File: src/rtl/la_pkg.sv
// Shared types and constants for the logic-analyzer capture path.
// The trigger-mode encoding is shared with the top-level mode decode.
package la_pkg;

  localparam int LA_MAX_CH = 8;

  localparam logic LA_TRIG_LEVEL = 1'b0;
  localparam logic LA_TRIG_EDGE  = 1'b1;

  typedef enum logic [2:0] {
    IDLE = 3'd0,
    FILL = 3'd1,
    WAIT = 3'd2,
    POST = 3'd3,
    READ = 3'd4
  } la_state_t;

  // Edge mode fires only on a fresh match, so a pattern that is already present cannot re-fire.
  function automatic logic la_fire(input logic mode, input logic match, input logic prev_match);
    la_fire = (mode == LA_TRIG_LEVEL) ? match
            : ((mode == LA_TRIG_EDGE) && match && !prev_match);
  endfunction

endpackage

File: src/rtl/la_capture_engine_if.sv
// Readout stream of the capture engine: one buffer word per beat, oldest first.
interface la_capture_engine_if #(
  parameter int CH = 4
);
  logic [CH-1:0] rd_data;
  logic          rd_valid;
  logic          rd_ready;
  logic          rd_last;

  modport master (output rd_data, output rd_valid, output rd_last, input rd_ready);
  modport slave  (input rd_data, input rd_valid, input rd_last, output rd_ready);
endinterface

File: src/rtl/la_trig_match.sv
// Masked level/edge trigger compare; keeps the match result of the previous sample.
module la_trig_match
  import la_pkg::*;
#(
  parameter int CH = 4
) (
  input  logic          clk,
  input  logic          rst,
  input  logic [CH-1:0] in_data_i,
  input  logic [CH-1:0] trig_mask_i,
  input  logic [CH-1:0] trig_value_i,
  input  logic          trig_edge_i,
  input  logic          strobe_en_i,
  input  logic          preset_i,
  input  logic          eval_i,
  output logic          fire_o
);

  logic [LA_MAX_CH-1:0] diff;
  logic                 match;
  logic                 prev_match_q;

  assign diff  = LA_MAX_CH'((in_data_i ^ trig_value_i) & trig_mask_i);
  assign match = (diff == '0);

  // Preset to 1 on arm so an input already matching cannot produce an edge trigger.
  always_ff @(posedge clk or posedge rst) begin
    if (rst) begin
      prev_match_q <= 1'b1;
    end else if (preset_i) begin
      prev_match_q <= 1'b1;
    end else if (strobe_en_i) begin
      prev_match_q <= match;
    end
  end

  assign fire_o = eval_i && strobe_en_i && la_fire(trig_edge_i, match, prev_match_q);

endmodule

File: src/rtl/la_capture_engine.sv
// Programmable-rate capture into a circular buffer with pre-trigger history,
// frozen on trigger and streamed out oldest-first.
module la_capture_engine
  import la_pkg::*;
#(
  parameter int CH    = 4,
  parameter int DEPTH = 16,
  parameter int PRE   = 4,
  parameter int DIV_W = 8
) (
  input  logic             clk,
  input  logic             rst,
  input  logic [CH-1:0]    in_data,
  input  logic             arm,
  input  logic             abort,
  input  logic [DIV_W-1:0] div,
  input  logic [CH-1:0]    trig_mask,
  input  logic [CH-1:0]    trig_value,
  input  logic             trig_edge,
  output logic             busy,
  output logic             triggered,
  la_capture_engine_if.master rd
);

  localparam int AW = $clog2(DEPTH);
  localparam int CW = AW + 1;

  localparam logic [2:0] ST_IDLE = IDLE;
  localparam logic [2:0] ST_FILL = FILL;
  localparam logic [2:0] ST_WAIT = WAIT;
  localparam logic [2:0] ST_POST = POST;
  localparam logic [2:0] ST_READ = READ;

  localparam logic [CW-1:0] PRE_N  = CW'(PRE);
  localparam logic [CW-1:0] POST_N = CW'(DEPTH - PRE);
  localparam logic [AW-1:0] LAST_N = AW'(DEPTH - 1);

  logic [2:0]       state_q, state_d;
  logic [DIV_W-1:0] div_cnt_q, div_cnt_d;
  logic [DIV_W-1:0] div_lim_q, div_lim_d;
  logic [AW-1:0]    wr_ptr_q, wr_ptr_d;
  logic [AW-1:0]    rd_ptr_q, rd_ptr_d;
  logic [CW-1:0]    smp_cnt_q, smp_cnt_d;
  logic [AW-1:0]    beat_q, beat_d;
  logic             trig_q, trig_d;

  logic [CH-1:0]    mem_q [DEPTH];

  logic capturing;
  logic strobe;
  logic arm_ok;
  logic fire;
  logic rd_valid;
  logic xfer;

  assign capturing = (state_q == ST_FILL) || (state_q == ST_WAIT) || (state_q == ST_POST);
  assign strobe    = capturing && (div_cnt_q == div_lim_q);
  assign arm_ok    = arm && !abort && (state_q == ST_IDLE);
  assign rd_valid  = (state_q == ST_READ);
  assign xfer      = rd_valid && rd.rd_ready;

  la_trig_match #(
    .CH (CH)
  ) u_trig (
    .clk          (clk),
    .rst          (rst),
    .in_data_i    (in_data),
    .trig_mask_i  (trig_mask),
    .trig_value_i (trig_value),
    .trig_edge_i  (trig_edge),
    .strobe_en_i  (strobe),
    .preset_i     (arm_ok),
    .eval_i       (state_q == ST_WAIT),
    .fire_o       (fire)
  );

  always_comb begin
    state_d   = state_q;
    div_cnt_d = div_cnt_q;
    div_lim_d = div_lim_q;
    wr_ptr_d  = wr_ptr_q;
    rd_ptr_d  = rd_ptr_q;
    smp_cnt_d = smp_cnt_q;
    beat_d    = beat_q;
    trig_d    = trig_q;

    // The divider limit is only reloaded on a wrap, so a new div never shortens a period.
    if (capturing) begin
      if (strobe) begin
        div_cnt_d = '0;
        div_lim_d = div;
        wr_ptr_d  = wr_ptr_q + AW'(1);
      end else begin
        div_cnt_d = div_cnt_q + DIV_W'(1);
      end
    end

    case (state_q)
      ST_IDLE: begin
        if (arm_ok) begin
          div_cnt_d = '0;
          div_lim_d = div;
          wr_ptr_d  = '0;
          rd_ptr_d  = '0;
          smp_cnt_d = '0;
          beat_d    = '0;
          trig_d    = 1'b0;
          state_d   = (PRE == 0) ? ST_WAIT : ST_FILL;
        end
      end
      ST_FILL: begin
        if (strobe) begin
          smp_cnt_d = smp_cnt_q + CW'(1);
          if (smp_cnt_q + CW'(1) == PRE_N) begin
            smp_cnt_d = '0;
            state_d   = ST_WAIT;
          end
        end
      end
      ST_WAIT: begin
        if (fire) begin
          trig_d    = 1'b1;
          smp_cnt_d = CW'(1);
          if (POST_N == CW'(1)) begin
            rd_ptr_d = wr_ptr_q + AW'(1);
            state_d  = ST_READ;
          end else begin
            state_d  = ST_POST;
          end
        end
      end
      ST_POST: begin
        if (strobe) begin
          smp_cnt_d = smp_cnt_q + CW'(1);
          if (smp_cnt_q + CW'(1) == POST_N) begin
            rd_ptr_d = wr_ptr_q + AW'(1);
            state_d  = ST_READ;
          end
        end
      end
      ST_READ: begin
        if (xfer) begin
          rd_ptr_d = rd_ptr_q + AW'(1);
          beat_d   = beat_q + AW'(1);
          if (beat_q == LAST_N) begin
            beat_d  = '0;
            state_d = ST_IDLE;
          end
        end
      end
      default: state_d = ST_IDLE;
    endcase

    // Abort outranks arm, trigger and readout in the same cycle.
    if (abort) begin
      state_d = ST_IDLE;
      trig_d  = 1'b0;
    end
  end

  always_ff @(posedge clk or posedge rst) begin
    if (rst) begin
      state_q   <= ST_IDLE;
      div_cnt_q <= '0;
      div_lim_q <= '0;
      wr_ptr_q  <= '0;
      rd_ptr_q  <= '0;
      smp_cnt_q <= '0;
      beat_q    <= '0;
      trig_q    <= 1'b0;
    end else begin
      state_q   <= state_d;
      div_cnt_q <= div_cnt_d;
      div_lim_q <= div_lim_d;
      wr_ptr_q  <= wr_ptr_d;
      rd_ptr_q  <= rd_ptr_d;
      smp_cnt_q <= smp_cnt_d;
      beat_q    <= beat_d;
      trig_q    <= trig_d;
    end
  end

  always_ff @(posedge clk) begin
    if (strobe) begin
      mem_q[wr_ptr_q] <= in_data;
    end
  end

  assign busy        = capturing;
  assign triggered   = trig_q;
  assign rd.rd_valid = rd_valid;
  assign rd.rd_last  = rd_valid && (beat_q == LAST_N);
  assign rd.rd_data  = rd_valid ? mem_q[rd_ptr_q] : '0;

endmodule

File: src/flat_wrapper.sv
// flat-port wrapper written by rule: the top's interface ports become plain ports
module la_capture_engine_flat import la_pkg::*;
#(
  parameter int CH    = 4,
  parameter int DEPTH = 16,
  parameter int PRE   = 4,
  parameter int DIV_W = 8
)
  (clk, rst, in_data, arm, abort, div, trig_mask, trig_value, trig_edge, busy, triggered, rd_rd_data, rd_rd_valid, rd_rd_last, rd_rd_ready);
  la_capture_engine_if #(.CH(CH)) rd_i ();
  input  logic clk;
  input  logic rst;
  input  logic [CH-1:0] in_data;
  input  logic arm;
  input  logic abort;
  input  logic [DIV_W-1:0] div;
  input  logic [CH-1:0] trig_mask;
  input  logic [CH-1:0] trig_value;
  input  logic trig_edge;
  output logic busy;
  output logic triggered;
  output wire logic [$bits(rd_i.rd_data)-1:0] rd_rd_data;
  output wire logic [$bits(rd_i.rd_valid)-1:0] rd_rd_valid;
  output wire logic [$bits(rd_i.rd_last)-1:0] rd_rd_last;
  input wire logic [$bits(rd_i.rd_ready)-1:0] rd_rd_ready;
  assign rd_rd_data = rd_i.rd_data;
  assign rd_rd_valid = rd_i.rd_valid;
  assign rd_rd_last = rd_i.rd_last;
  assign rd_i.rd_ready = rd_rd_ready;
  la_capture_engine #(.CH(CH), .DEPTH(DEPTH), .PRE(PRE), .DIV_W(DIV_W)) u_core (.clk(clk), .rst(rst), .in_data(in_data), .arm(arm), .abort(abort), .div(div), .trig_mask(trig_mask), .trig_value(trig_value), .trig_edge(trig_edge), .busy(busy), .triggered(triggered), .rd(rd_i));
endmodule
File: config.mk
export PLATFORM = sky130hd
export DESIGN_NAME = la_capture_engine_flat
export DESIGN_NICKNAME = d
export VERILOG_FILES = /design/src/rtl/la_pkg.sv /design/src/rtl/la_capture_engine_if.sv /design/src/rtl/la_trig_match.sv /design/src/rtl/la_capture_engine.sv /design/src/flat_wrapper.sv
export SDC_FILE = /design/constraint.sdc
export NUM_CORES = 1
export LEC_CHECK = 0
export CAP_MARGIN = 20
export CORE_MARGIN = 5
export CORE_UTILIZATION = 45
export CTS_BUF_LIST = sky130_fd_sc_hd__clkbuf_8
export DETAILED_ROUTE_END_ITERATION = 8
export PLACE_DENSITY = 0.61
export SLEW_MARGIN = 20
export SYNTH_ARGS = -nofsm -noshare
export SYNTH_HDL_FRONTEND = slang
export SYNTH_HIERARCHICAL = 1
export SYNTH_SLANG_ARGS = --single-unit
File: constraint.sdc
create_clock -name clk -period 3.6 [get_ports clk]
set_clock_uncertainty 0.15 [all_clocks]
set_input_delay 0.36 -clock clk [delete_from_list [all_inputs] [get_ports clk]]
set_output_delay 0.36 -clock clk [all_outputs]
set_load 0.05 [all_outputs]
# ---- After elaboration in Yosys (flattened, before gate mapping)
# Memory sizes are Yosys's and may differ from the RTL's.
# Cells that the tools add are included.
dict set report totals {
  ff_bits 38
  n_memories 1
  mem_bits_rw 64
  input_bits 26
}
dict set report classes {
  add_sub_neg 5
  n_eq_ne 22
  mux 46
  n_reduce_logical 25
  n_bitwise 2
}
# memory words width rd rd_ports_with_merged_regs write_ports line_no
set mem_list {}
lappend mem_list {u_core.mem_q 16 4 1 0 1 la_capture_engine.sv:47} ;# logic [CH-1:0] mem_q [DEPTH];
# operator n
set op_table {}
lappend op_table {{$mux 8} 8}
lappend op_table {{$mux 4} 11}
lappend op_table {{$mux 3} 9}
lappend op_table {{$mux 5} 5}
lappend op_table {{$pmux 5 s4} 1}
lappend op_table {{$ne 3x3->1 const B} 6}
lappend op_table {{$pmux 3 s5} 1}
lappend op_table {{$add 4x1->4 const B} 3}
lappend op_table {{$pmux 4 s3} 1}
lappend op_table {{$reduce_and 5->1} 2}
lappend op_table {{$logic_and 1x1->1} 9}
lappend op_table {{$add 8x1->8 const B} 1}
lappend op_table {{$and 8x4->8} 1}
lappend op_table {{$eq 8x8->1} 1}
lappend op_table {{$logic_not 8->1} 1}
lappend op_table {{$mux 1} 8}
lappend op_table {{$ne 2x2->1 const B} 4}
lappend op_table {{$pmux 4 s2} 1}
lappend op_table {{$reduce_and 8->1} 1}
lappend op_table {{$eq 3x2->1 const B} 2}
lappend op_table {{$ne 3x2->1 const B} 2}
lappend op_table {{$reduce_and 3->1} 2}
lappend op_table {{$reduce_bool 3->1} 2}
lappend op_table {{$add 5x1->5 const B} 1}
lappend op_table {{13 further kinds} 17}

# ---- Logic depth before layout (Yosys ltp)
# Gate-level depths: netlist of the first run.
dict set report depth {
  ltp_word 10
  ltp_mapped 14
  depth_no_buf 13
}

# ---- Modules after synthesis
# Netlist of the first run, hierarchy kept.
# mod area_per_inst_um2 instances cells_per_inst
set by_module_without_submodules {}
lappend by_module_without_submodules {la_capture_engine 4732.0 1 330}
lappend by_module_without_submodules {la_trig_match 115.1 1 14}

# ---- Least setup slack after synthesis of the first run
# Ideal clock, no wire load.
dict set report synth_timing {
  path_type {register to register}
  startpoint {reg u_core.div_cnt_q[6]}
  endpoint {reg u_core.div_lim_q[5]}
  t_required_ns 3.325
  setup_time_ns 0.125
  path_buffers 1
  period_less_slack_ns 3.048
  arrival_ns 2.773
  path_stages_with_launch 14
  path_slack_ns 0.552
  path_cell_list {dfrtp_1 -> xor2_1 -> nor4_4 -> nand3_2 -> inv_2 -> inv_1 -> a221o_1 -> nor3_2 -> nand2_1 -> a31oi_4 -> nand2_1 -> nand2_2 -> buf_6 -> mux2_2}
}
dict set report synth_via {
  elab_chain_cells 6
}
# element line_no
set synth_rtl {}
lappend synth_rtl {{start, declared} la_capture_engine.sv:39} ;# logic [DIV_W-1:0] div_cnt_q, div_cnt_d;
lappend synth_rtl {{start signal, assigned} la_capture_engine.sv:173} ;# div_cnt_q <= div_cnt_d;
lappend synth_rtl {{$eq 8x8->1 *} la_capture_engine.sv:57} ;# assign strobe = capturing && (div_cnt_q == div_lim_q);
lappend synth_rtl {{$logic_and 1x1->1 *} la_capture_engine.sv:57}
lappend synth_rtl {{net u_core.strobe} la_capture_engine.sv:50} ;# logic strobe;
lappend synth_rtl {{$mux 8 *} la_capture_engine.sv:89} ;# if (strobe) begin
lappend synth_rtl {{$mux 8 *} la_capture_engine.sv:88} ;# if (capturing) begin
lappend synth_rtl {{$mux 8} la_capture_engine.sv:100} ;# if (arm_ok) begin
lappend synth_rtl {{$mux 8 *} la_capture_engine.sv:98} ;# case (state_q)
lappend synth_rtl {{net u_core.div_lim_d[5]} la_capture_engine.sv:40} ;# logic [DIV_W-1:0] div_lim_q, div_lim_d;
lappend synth_rtl {{end signal, assigned} la_capture_engine.sv:174} ;# div_lim_q <= div_lim_d;
lappend synth_rtl {{end, declared} la_capture_engine.sv:40}
# The timed path passes the listed nets; every way through them passes the cells marked *.
# A chain may end at the register's enable or synchronous reset.

# ---- Worst setup path in the final report of the first run
dict set report layout_timing {
  startpoint {reg u_core.div_cnt_q[6]}
  endpoint {reg u_core.div_lim_q[4]}
}
# Same word-level chain as after synthesis.

==> summary.md, run 1 <==
- **initial standard-cell utilization of the core** 46.53%
- **mean routed wirelength per cell** 18.19 um
- **min Tclk post-route** 3.307 ns
- **Total Neg Setup Slack** 0 ns
- **met1 track demand over resource in global routing** 23.91%
- **setup repair after global routing missed its margin** false
- **number of antenna violations at the first check in global routing** 0
- **required time of the critical path** 3.69 ns
- **TritonRoute pass-1 iters** 4
- **sum of overflow across all layers after global routing** 0
- **last weighted congestion value of the routability-driven placer** 0.8097
- **data arrival time of the critical path** 3.39 ns
- **Root Buffer Master** sky130_fd_sc_hd__clkbuf_8
- **main flop type after synthesis** sky130_fd_sc_hd__edfxtp_1
- **critical path peak fanout** 16
- **leakage component of the power** 2.065 nW
- **number of register bits inferred by synthesis** 102
- **remaining design rule violation count** 0
- **sequential area share after synthesis** 59.29%
- **total wire length after detailed routing** 9603 um
- **power per unit of standard cell area** 412.1 nW/um^2
- **via count of the first global-routing pass** 2994
- **routed vias/inst** 5.496
- **max-slew violation count** 0
- **hold bufs inserted after CTS** 0
- **origin of the critical flop-to-flop path** u_core/div_cnt_q[6]
- **total CTS buffers** 9
- **type of the tightest min-delay check** primary input to async pin
- **min setup slack post-route** 0.2927 ns
- **Die Y** 113.8 um
- **met2 routing resource usage after global routing** 23.79%
- **worst path cell trace** xor2_1 > nor4_4 > nand3_2 > inv_2 > inv_1 > a221o_1 > nor3_2 > nand2_1 > a31oi_4 > nand2_1 > nand2_2 > mux2_2
- **YS warnings** 6
- **headroom to the max-slew limit** 66.56%
- **category of the critical setup timing path** register to register
- **maximum buffer depth of the clock tree** 2
- **growth of design area from synthesis to finish** 14.25%
- **placeable core region** 10420 um^2
- **global-route wire length before repair** 15990 um
- **maximum operating frequency** 302.4 MHz
- **Worst path most repeated cell** sky130_fd_sc_hd__nand2_1
- **startpoint of the worst setup timing path** u_core/div_cnt_q[6]
- **post-CTS clock slew at the launch and capture registers of the worst setup and hold paths** 0.11 ns
- **Syn Area/Cell** 14.09 um^2
- **GRT busiest layer** met1
- **cells after synthesis** 344
- **Fin. Hold Viols** 0
- **setup slack after placement** 0.3232 ns
- **overall die area** 12950 um^2
- **Site Rows** 37
- **number of endpoints failing setup at the final stage** 0
- **remaining antenna violation count** 0
- **insertion delay to the later sink of the worst-skew pair** 0.35 ns
- **number of flops mapped to enable cells by yosys** 64
- **Worst R2R Setup Slack** 0.29 ns
- **slowest CP cell** sky130_fd_sc_hd__dfrtp_1
- **post-route total power** 2.282 mW
- **first-iteration detailed-routing DRC count** 181
- **maxcap violations** 0
- **I/O pins** 34
- **largest net degree at the start of global routing** 38
- **number of nets in the final layout** 423
- **CTS resizes** 0
- **crit-path max cell delay** 0.43 ns
- **count of unique library cells instantiated by Yosys** 57
- **die extent in x** 113.8 um
- **number of nets in the synthesized netlist** 379
- **met3 routing resource usage after global routing** 3.130%
- **Clock Sinks** 102
- **port bufs** 33
- **Post-CTS Setup Repair Bufs** 0
- **GRT Total Usage** 15.87%
- **antenna diode count** 0
- **final-layout worst hold slack** 0.1966 ns
- **peak ir drop on the vdd network** 0.0002236 V
- **critical path capture point type** register
- **detailed placer's ending HPWL** 6945 um
- **fraction of layout cells with a size suffix above 1** 19.39%
- **Tcrit/Tclk final** 91.87%
- **TritonCTS clock tree** yes
- **total standard cell area after synthesis** 4847 um^2
- **kind of launch point of the worst setup path** register
- **vias after detailed routing** 2902
- **share of synthesized registers carrying an async set or reset** 37.25%
- **htree depth** 3
- **slew at the pin closest to its max-slew limit** 0.5001 ns
- **result of the run** finished, final reports clean
-- layout make-up --
| cell class | count | area, um^2 |
|---|---|---|
| inverter | 14 | 52.55 |
| timing repair buffer | 45 | 410.4 |
| sequential | 102 | 2874 |
| clock inverter | 6 | 75.07 |
| tap | 136 | 170.2 |
| multi-input combinational | 216 | 1832 |
| clock buffer | 9 | 123.9 |
| fill | 892 | 4878 |
-- cell usage in the layout (no fill, tap or decap), types with 4 or more instances in the layout --
cell                              synthesis  final
sky130_fd_sc_hd__edfxtp_1                64     64
sky130_fd_sc_hd__dfrtp_1                 37     37
sky130_fd_sc_hd__clkdlybuf4s50_1          0     29
sky130_fd_sc_hd__xor2_1                  22     22
sky130_fd_sc_hd__mux4_2                  20     20
sky130_fd_sc_hd__nand2_1                 19     19
sky130_fd_sc_hd__buf_4                    0     16
sky130_fd_sc_hd__nor2_1                  16     16
sky130_fd_sc_hd__and2_1                  15     15
sky130_fd_sc_hd__inv_1                   13     13
sky130_fd_sc_hd__a21oi_1                 11     11
sky130_fd_sc_hd__and3_1                  10     10
sky130_fd_sc_hd__o21ai_0                 10     10
sky130_fd_sc_hd__mux2_2                  10     10
sky130_fd_sc_hd__clkbuf_8                 0      9
sky130_fd_sc_hd__ha_1                     9      9
sky130_fd_sc_hd__nand3_1                  7      7
sky130_fd_sc_hd__xnor2_1                  6      6
sky130_fd_sc_hd__nand2b_1                 5      5
sky130_fd_sc_hd__nand4_1                  5      5
sky130_fd_sc_hd__or3_1                    4      4
sky130_fd_sc_hd__o31ai_1                  4      4
sky130_fd_sc_hd__o22ai_1                  4      4
-- sequential cells by signal, indices dropped and copies added (netlist names) --
signal                      flops
u_core/beat_q                   4
u_core/div_cnt_q                8
u_core/div_lim_q                8
u_core/mem_q                   64
u_core/rd_ptr_q                 4
u_core/smp_cnt_q                5
u_core/state_q                  3
u_core/triggered                1
u_core/u_trig/prev_match_q      1
u_core/wr_ptr_q                 4
-- critical path: cells and delay by family (launching register included) --
kind / cells / cell delay (ns)
compound gates: 2 / 0.49
xor+xnor: 1 / 0.20
buf+inv: 2 / 0.27
flops: 1 / 0.43
mux: 1 / 0.38
simple gates: 6 / 1.27
-- through the flow --
step                instance area [um^2]  utilization [%]  std cells
detailed placement                  5339            51.26        513
CTS                                 5538            53.17        528
finish                              5538            53.17        528
global route                        5538            53.17        528
floorplan                           4847                -        344
global placement                    5339            51.26        513
-- routing by layer --
metal,vias to the layer above,wire length [um]
met1,1435,4497
met5,-,0
met4,0,78
met2,83,4443
li1,1376,-
met3,8,584
-- cells in the mapped netlist, types with 5 or more instances --
library cell,n,area (um^2)
sky130_fd_sc_hd__xnor2_1,6,52.55
sky130_fd_sc_hd__nand2b_1,5,31.28
sky130_fd_sc_hd__nand4_1,5,31.28
sky130_fd_sc_hd__nand2_1,19,71.32
sky130_fd_sc_hd__nand3_1,7,35.03
sky130_fd_sc_hd__and3_1,10,62.56
sky130_fd_sc_hd__mux4_2,20,450.4
sky130_fd_sc_hd__mux2_2,10,112.6
sky130_fd_sc_hd__edfxtp_1,64,1922
sky130_fd_sc_hd__ha_1,9,112.6
sky130_fd_sc_hd__nor2_1,16,60.06
sky130_fd_sc_hd__inv_1,13,48.80
sky130_fd_sc_hd__and2_1,15,93.84
sky130_fd_sc_hd__xor2_1,22,192.7
sky130_fd_sc_hd__dfrtp_1,37,925.9
sky130_fd_sc_hd__o21ai_0,10,50.05
sky130_fd_sc_hd__a21oi_1,11,55.05
-- logic make-up (layout without fill, tap and decap cells) --
kind of cell | Yosys count | count (layout) | synth area share [%]
buf+inv | 26 | 74 | 2.917
simple gates | 97 | 97 | 11.38
compound gates | 50 | 50 | 6.996
xor+xnor | 28 | 28 | 5.059
mux | 32 | 32 | 12.03
fa+ha+maj | 9 | 9 | 2.323
flops | 102 | 102 | 59.29
-- report_power, final --
group	switching, mW	internal [mW]
combinational	0.120	0.114
sequential	0.0344	1.28
clock	0.405	0.331
total	0.560	1.72
-- path summary, 6_finish.rpt --
check | to | cells after the start
setup reg to reg | u_core/div_lim_q[4] | 12
min in group clk | u_core/beat_q[3] | 1
setup / recovery | u_core/div_lim_q[4] | 12
hold reg to reg | u_core/beat_q[3] | 1
hold / removal | u_core/u_trig/prev_match_q | 2
max in group asynchronous | u_core/rd_ptr_q[3] | 3
Note: power is estimated with default switching activity, not from simulation.
==> inputs of run 2 (changes only) <==
--- a/config.mk
+++ b/config.mk
@@ -7,10 +7,10 @@
 export LEC_CHECK = 0
 export CAP_MARGIN = 20
 export CORE_MARGIN = 5
-export CORE_UTILIZATION = 45
+export CORE_UTILIZATION = 61
 export CTS_BUF_LIST = sky130_fd_sc_hd__clkbuf_8
 export DETAILED_ROUTE_END_ITERATION = 8
-export PLACE_DENSITY = 0.61
+export PLACE_DENSITY = 0.79
 export SLEW_MARGIN = 20
 export SYNTH_ARGS = -nofsm -noshare
 export SYNTH_HDL_FRONTEND = slang
==> run 2 against run 1 <==
Power increased by 1.9%. Sequential cell count unchanged. Critical path type unchanged. First-iteration DRC count decreased by 2.2%. Sequential share of layout area increased by 0.20 points. Maximum frequency increased by 0.84%. Cell area decreased by 0.38%. Register-to-register slack improved by 0.03 ns. Global-route usage increased by 4.2 points. Final cell count decreased by 6.3%. Wire length decreased by 4.6%. Via count increased by 1.1%. Utilization increased by 18 points.
==> summary.md, run 2 (synthesis results as in run 1) <==
- **last weighted congestion value of the routability-driven placer** 0.8596, +6.2%
- **Top Registers** u_core/mem_q (64), u_core/div_cnt_q (8), u_core/div_lim_q (8)
- **final-layout worst hold slack** 0.1895 ns, -0.007014 ns
- **remaining design rule violation count** 0, unchanged
- **Total Neg Setup Slack** 0 ns, unchanged
- **max reg flops** 64, unchanged
- **result of the run** finished, final reports clean
- **global-route wire length before repair** 15350 um, -4.0%
- **antenna diode count** 0, unchanged
- **maximum operating frequency** 304.9 MHz, +0.84%
- **Site Rows** 32, -14%
- **growth of design area from synthesis to finish** 13.81%
- **number of nets in the final layout** 423, unchanged
- **die extent in x** 99.14 um, -13%
- **final core utilization** 71.39%, +18 points
- **leakage component of the power** 2.082 nW, +0.79%
- **initial standard-cell utilization of the core** 62.73%, +16 points
- **htree depth** 3, unchanged
- **kind of launch point of the worst setup path** register
- **filler cell count in the final layout** 520, -42%
- **CTS resizes** 0, unchanged
- **fraction of layout cells with a size suffix above 1** 19.08%, -0.30 points
- **largest net degree at the start of global routing** 38, unchanged
- **I/O pins** 34, unchanged
- **headroom to the max-slew limit** 66.77%, +0.21 points
- **Register-to-Register Path Depth** 12, unchanged
- **power per unit of standard cell area** 421.7 nW/um^2, +2.3%
- **required time of the critical path** 3.69 ns, about the same
- **TritonRoute pass-1 iters** 4, unchanged
- **overall die area** 9829 um^2, -24%
- **critical path peak fanout** 16, unchanged
- **type of the tightest min-delay check** primary input to async pin
- **maxcap violations** 0, unchanged
- **category of the critical setup timing path** register to register
- **number of endpoints failing setup at the final stage** 0, unchanged
- **placeable core region** 7727 um^2, -26%
- **setup repair after global routing missed its margin** false
- **detailed placer's ending HPWL** 6576 um, -5.3%
- **max-slew violation count** 0, unchanged
- **min Tclk post-route** 3.280 ns, -0.02743 ns
- **Largest Register** u_core/mem_q
- **slew at the pin closest to its max-slew limit** 0.4969 ns, -0.003181 ns
- **most common library cell in the layout ignoring fill and taps** sky130_fd_sc_hd__edfxtp_1
- **Tcrit/Tclk final** 91.11%, -0.76 points
- **port bufs** 33, unchanged
- **data arrival time of the critical path** 3.37 ns, -0.02 ns
- **Post-CTS Setup Repair Bufs** 0, unchanged
- **critical path capture point type** register
- **number of antenna violations at the first check in global routing** 0, unchanged
- **post-CTS clock slew at the launch and capture registers of the worst setup and hold paths** 0.10 ns, about the same
- **GRT Total Usage** 20.08%, +4.2 points
- **Clock Sinks** 102, unchanged
- **total wire length after detailed routing** 9161 um, -4.6%
- **peak ir drop on the vdd network** 0.0002766 V, +24%
- **setup slack after placement** 0.3615 ns, +0.03830 ns
- **Die Y** 99.14 um, -13%
- **hold bufs inserted after CTS** 0, unchanged
- **sum of overflow across all layers after global routing** 0, unchanged
- **maximum buffer depth of the clock tree** 2, unchanged
- **Root Buffer Master** sky130_fd_sc_hd__clkbuf_8
- **highest-count cells in the layout ignoring fill and taps** sky130_fd_sc_hd__edfxtp_1 (64), sky130_fd_sc_hd__dfrtp_1 (37), sky130_fd_sc_hd__clkdlybuf4s50_1 (29)
- **via count of the first global-routing pass** 3026, +1.1%
- **vias after detailed routing** 2935, +1.1%
- **total CTS buffers** 9, unchanged
- **Fin. Hold Viols** 0, unchanged
- **first-iteration detailed-routing DRC count** 177, -2.2%
- **mean routed wirelength per cell** 18.51 um, +1.8%
- **min setup slack post-route** 0.3201 ns, +0.02743 ns
- **TritonCTS clock tree** yes
- **insertion delay to the later sink of the worst-skew pair** 0.35 ns, about the same
- **remaining antenna violation count** 0, unchanged
- **routed vias/inst** 5.929, +7.9%
run 2: cell count changes in the layout (fill, tap and decap cells not counted), sizes merged:
| cell | before | now |
|---|---|---|
| clkinvlp | 1 | 0 |
| clkinv | 0 | 1 |
| bufinv | 1 | 2 |
run 2: layer usage:
metal	global-route usage (%)	vias to the layer above	part of all wire, %	wire length (um)
li1	-	1376	-	-
met5	0	-	0	0
met4	3.466	0	1.0	92
met3	4.769	7	4.9	447
met2	31.25	72	48	4361
met1	29.68	1480	46	4259
run 2: power breakdown:
part / internal [mW] / leakage, nW / switching (mW)
sequential: 1.28 / 1.08 / 0.0403
clock: 0.397 / 0.115 / 0.383
combinational: 0.115 / 0.889 / 0.115
run 2: area by class of cell:
type	count	area (um^2)	area share [%]
Timing Repair Buffer	45	410.4	7.439
Tap cell	102	127.6	2.313
Multi-Input combinational cell	216	1832	33.20
Clock buffer	9	123.9	2.245
Sequential cell	102	2874	52.10
Clock inverter	7	96.34	1.746
Inverter	14	52.55	0.9526
run 2: critical path, cell delays in order (launching register included):
cell                      delay [ns]
sky130_fd_sc_hd__dfrtp_1        0.47
sky130_fd_sc_hd__xor2_1         0.18
sky130_fd_sc_hd__nor3_2         0.31
sky130_fd_sc_hd__nand3_2        0.13
sky130_fd_sc_hd__inv_2          0.18
sky130_fd_sc_hd__inv_1          0.09
sky130_fd_sc_hd__a221o_1        0.31
sky130_fd_sc_hd__nor3_2         0.19
sky130_fd_sc_hd__nand2_1        0.14
sky130_fd_sc_hd__a31oi_4        0.20
sky130_fd_sc_hd__nand2_1        0.12
sky130_fd_sc_hd__nand2_2        0.31
sky130_fd_sc_hd__mux2_2         0.38
run 2: through the flow:
step                      instances  area [um^2]  power [mW]
after detailed placement        479         5296       1.572
final                           495         5517       2.326
after CTS                       495         5517       2.343
after floorplan                 344         4847       1.484
after global routing            495         5517       2.428
after global placement          479         5296       1.564
run 2: worst paths after layout:
kind / startpoint / slack (ns) / end
worst max-delay path: u_core/div_cnt_q[0] / 0.32 / u_core/div_lim_q[1]
worst min-delay path: rst / 0.19 / u_core/u_trig/prev_match_q
worst max register to register: u_core/div_cnt_q[0] / 0.32 / u_core/div_lim_q[1]
worst min register to register: u_core/beat_q[3] / 0.33 / u_core/beat_q[3]
max in group asynchronous: rst / 2.66 / u_core/state_q[0]
min in group clk: u_core/beat_q[3] / 0.33 / u_core/beat_q[3]
==> inputs of run 3 (changes only) <==
--- a/config.mk
+++ b/config.mk
@@ -16,3 +16,4 @@
 export SYNTH_HDL_FRONTEND = slang
 export SYNTH_HIERARCHICAL = 1
 export SYNTH_SLANG_ARGS = --single-unit
+export TNS_END_PERCENT = 10
==> constraint.sdc (replaced) <==
create_clock -name clk -period 3.6 [get_ports clk]
set_clock_uncertainty 0.15 [all_clocks]
set_input_delay 0.72 -clock clk [delete_from_list [all_inputs] [get_ports clk]]
set_output_delay 0.72 -clock clk [all_outputs]
set_load 0.05 [all_outputs]
==> run 3 against run 2 <==
Sequential share of layout area is 0.18 points higher. Setup slack worse by 0.022 ns. Power shrank 5.2%. Clock-buffer cell count unchanged. Combinational power up 3%. Sequential power about the same. Maximum frequency down 0.68%. Worst hold slack better by 0.15 ns. Global-route usage is 0.091 points lower. Cell area is 0.34% lower.
==> summary.md, run 3 (synthesis results as in run 1) <==
- **Clock Sinks** 102, unchanged
- **maximum buffer depth of the clock tree** 2, unchanged
- **buffers plus inverters on the worst setup path** 2, unchanged
- **total wire length after detailed routing** 9127 um, -0.37%
- **Tcrit/Tclk final** 91.73%, +0.62 points
- **category of the critical setup timing path** register to output pin
- **min Tclk post-route** 3.302 ns, +0.02232 ns
- **slowest CP cell** sky130_fd_sc_hd__mux4_2
- **Flop pwr share** 59.4%, +2.8 points
- **fraction of layout cells with a size suffix above 1** 19.95%, +0.87 points
- **post-CTS clock slew at the launch and capture registers of the worst setup and hold paths** 0.09 ns, about the same
- **TritonRoute pass-1 iters** 5, +1
- **setup slack after placement** 0.2308 ns, -0.1307 ns
- **sum of overflow across all layers after global routing** 0, unchanged
- **Die Y** 99.14 um, unchanged
- **number of endpoints failing setup at the final stage** 0, unchanged
- **mean routed wirelength per cell** 18.33 um, -0.97%
- **vias after detailed routing** 2955, +0.68%
- **hold bufs inserted after CTS** 0, unchanged
- **data arrival time of the critical path** 2.43 ns, -0.94 ns
- **critical path capture point type** output pin
- **remaining antenna violation count** 0, unchanged
- **filler cell count in the final layout** 513, -1.3%
- **Total Neg Setup Slack** 0 ns, unchanged
- **crit-path max cell delay** 0.58 ns, +0.11 ns
- **most common library cell in the layout ignoring fill and taps** sky130_fd_sc_hd__edfxtp_1
- **routed vias/inst** 5.934, about the same
- **Top Registers** u_core/mem_q (64), u_core/div_cnt_q (8), u_core/div_lim_q (8)
- **total CTS buffers** 9, unchanged
- **critical path peak fanout** 19, +3
- **first-iteration detailed-routing DRC count** 196, +11%
- **slew at the pin closest to its max-slew limit** 0.7821 ns, +0.2852 ns
- **port bufs** 33, unchanged
- **Root Buffer Master** sky130_fd_sc_hd__clkbuf_8
- **detailed placer's ending HPWL** 6602 um, +0.40%
- **highest-count cells in the layout ignoring fill and taps** sky130_fd_sc_hd__edfxtp_1 (64), sky130_fd_sc_hd__dfrtp_1 (37), sky130_fd_sc_hd__clkdlybuf4s50_1 (29)
- **type of the tightest min-delay check** register to register
- **growth of design area from synthesis to finish** 13.42%
- **CTS resizes** 0, unchanged
- **last weighted congestion value of the routability-driven placer** 0.8414, -2.1%
- **number of nets in the final layout** 426, +0.71%
- **via count of the first global-routing pass** 3047, +0.69%
- **global-route wire length before repair** 15360 um, about the same
- **maxcap violations** 0, unchanged
- **maximum operating frequency** 302.8 MHz, -0.68%
- **FF+latch area** 2874 um^2, unchanged
- **Post-CTS Setup Repair Bufs** 0, unchanged
- **overall die area** 9829 um^2, unchanged
- **combinational share of power** 10.7%, +0.8 points
- **switching power share of the total** 25.04%, +1.9 points
- **initial standard-cell utilization of the core** 62.73%, unchanged
- **required time of the critical path** 2.73 ns, -0.96 ns
- **remaining design rule violation count** 0, unchanged
- **Switching Power** 0.5524 mW, +2.8%
- **result of the run** finished, final reports clean
- **Placed Cells incl. Taps** 482, +0.63%
- **Site Rows** 32, unchanged
- **I/O pins** 34, unchanged
- **peak ir drop on the vdd network** 0.0002595 V, -6.2%
- **max reg flops** 64, unchanged
- **largest net degree at the start of global routing** 22, -42%
- **cell class contributing the biggest share of worst-path delay** multiplexers
- **worst path cell trace** buf_4 > mux4_2 > mux4_2 > and2_1 > buf_4
- **TritonCTS clock tree** yes
- **Int Power** 1.654 mW, -7.5%
- **headroom to the max-slew limit** 47.80%, -19 points
- **placeable core region** 7727 um^2, unchanged
- **GRT Total Usage** 19.99%, -0.091 points
- **min setup slack post-route** 0.2978 ns, -0.02232 ns
- **antenna diode count** 0, unchanged
- **power per unit of standard cell area** 401.3 nW/um^2, -4.8%
- **Largest Register** u_core/mem_q
- **Clk pwr share** 29.9%, -3.6 points
- **max-slew violation count** 0, unchanged
- **final core utilization** 71.15%, -0.24 points
- **kind of launch point of the worst setup path** register
- **number of antenna violations at the first check in global routing** 0, unchanged
- **leakage component of the power** 2.076 nW, -0.26%
- **htree depth** 3, unchanged
- **Fin. Hold Viols** 0, unchanged
- **Finished Layout Cells** 498, +0.61%
- **insertion delay to the later sink of the worst-skew pair** 0.36 ns, about the same
- **total area of multi-input combinational cells** 1832 um^2, unchanged
- **setup repair after global routing missed its margin** false
- **die extent in x** 99.14 um, unchanged
==> run 3: cell types whose count changed in the layout (fill, tap and decap cells not counted), sizes merged <==
cell | previous run | this run
buf | 16 | 19
clkinv | 1 | 3
bufinv | 2 | 0
==> run 3: per-stage QoR <==
stage,hold slack (ns),power [mW],area (um^2)
detailed placement,0.3162,1.572,5319
global placement,0.3089,1.564,5319
floorplan,0.2865,1.484,4847
CTS,0.3319,2.224,5498
finish,0.3373,2.206,5498
global route,0.3709,2.299,5498
==> run 3: layout make-up <==
cell class	instances	area share, %
timing repair buffer	48	7.874
inverter	14	0.9558
multi-input combinational	216	33.32
clock inverter	7	1.001
sequential	102	52.28
tap	102	2.321
clock buffer	9	2.253
==> run 3: routing by layer <==
layer | vias up | track usage [%] | wire length (um)
li1 | 1384 | - | -
met1 | 1462 | 29.94 | 4281
met2 | 99 | 30.63 | 4311
met3 | 10 | 2.314 | 409
met4 | 0 | 7.248 | 125
met5 | - | 0 | 0
==> run 3: worst paths after layout <==
check                           slack [ns]                         end                start  cells past startpoint
worst max-delay path                  0.30               rd_rd_data[2]   u_core/rd_ptr_q[0]                      5
worst min-delay path                  0.34            u_core/beat_q[3]     u_core/beat_q[3]                      1
worst max register to register        0.43         u_core/div_lim_q[5]  u_core/div_cnt_q[6]                     12
worst min register to register        0.34            u_core/beat_q[3]     u_core/beat_q[3]                      1
max in group asynchronous             1.97         u_core/div_cnt_q[6]                  rst                      3
min in group asynchronous             0.53  u_core/u_trig/prev_match_q                  rst                      2
==> run 3: power groups by stage <==
stage	registers, mW	logic [mW]	clock network (mW)
floorplan	1.33	0.157	0
global placement	1.33	0.230	0
detailed placement	1.33	0.237	0
CTS	1.31	0.238	0.677
global route	1.31	0.260	0.724
finish	1.31	0.236	0.660
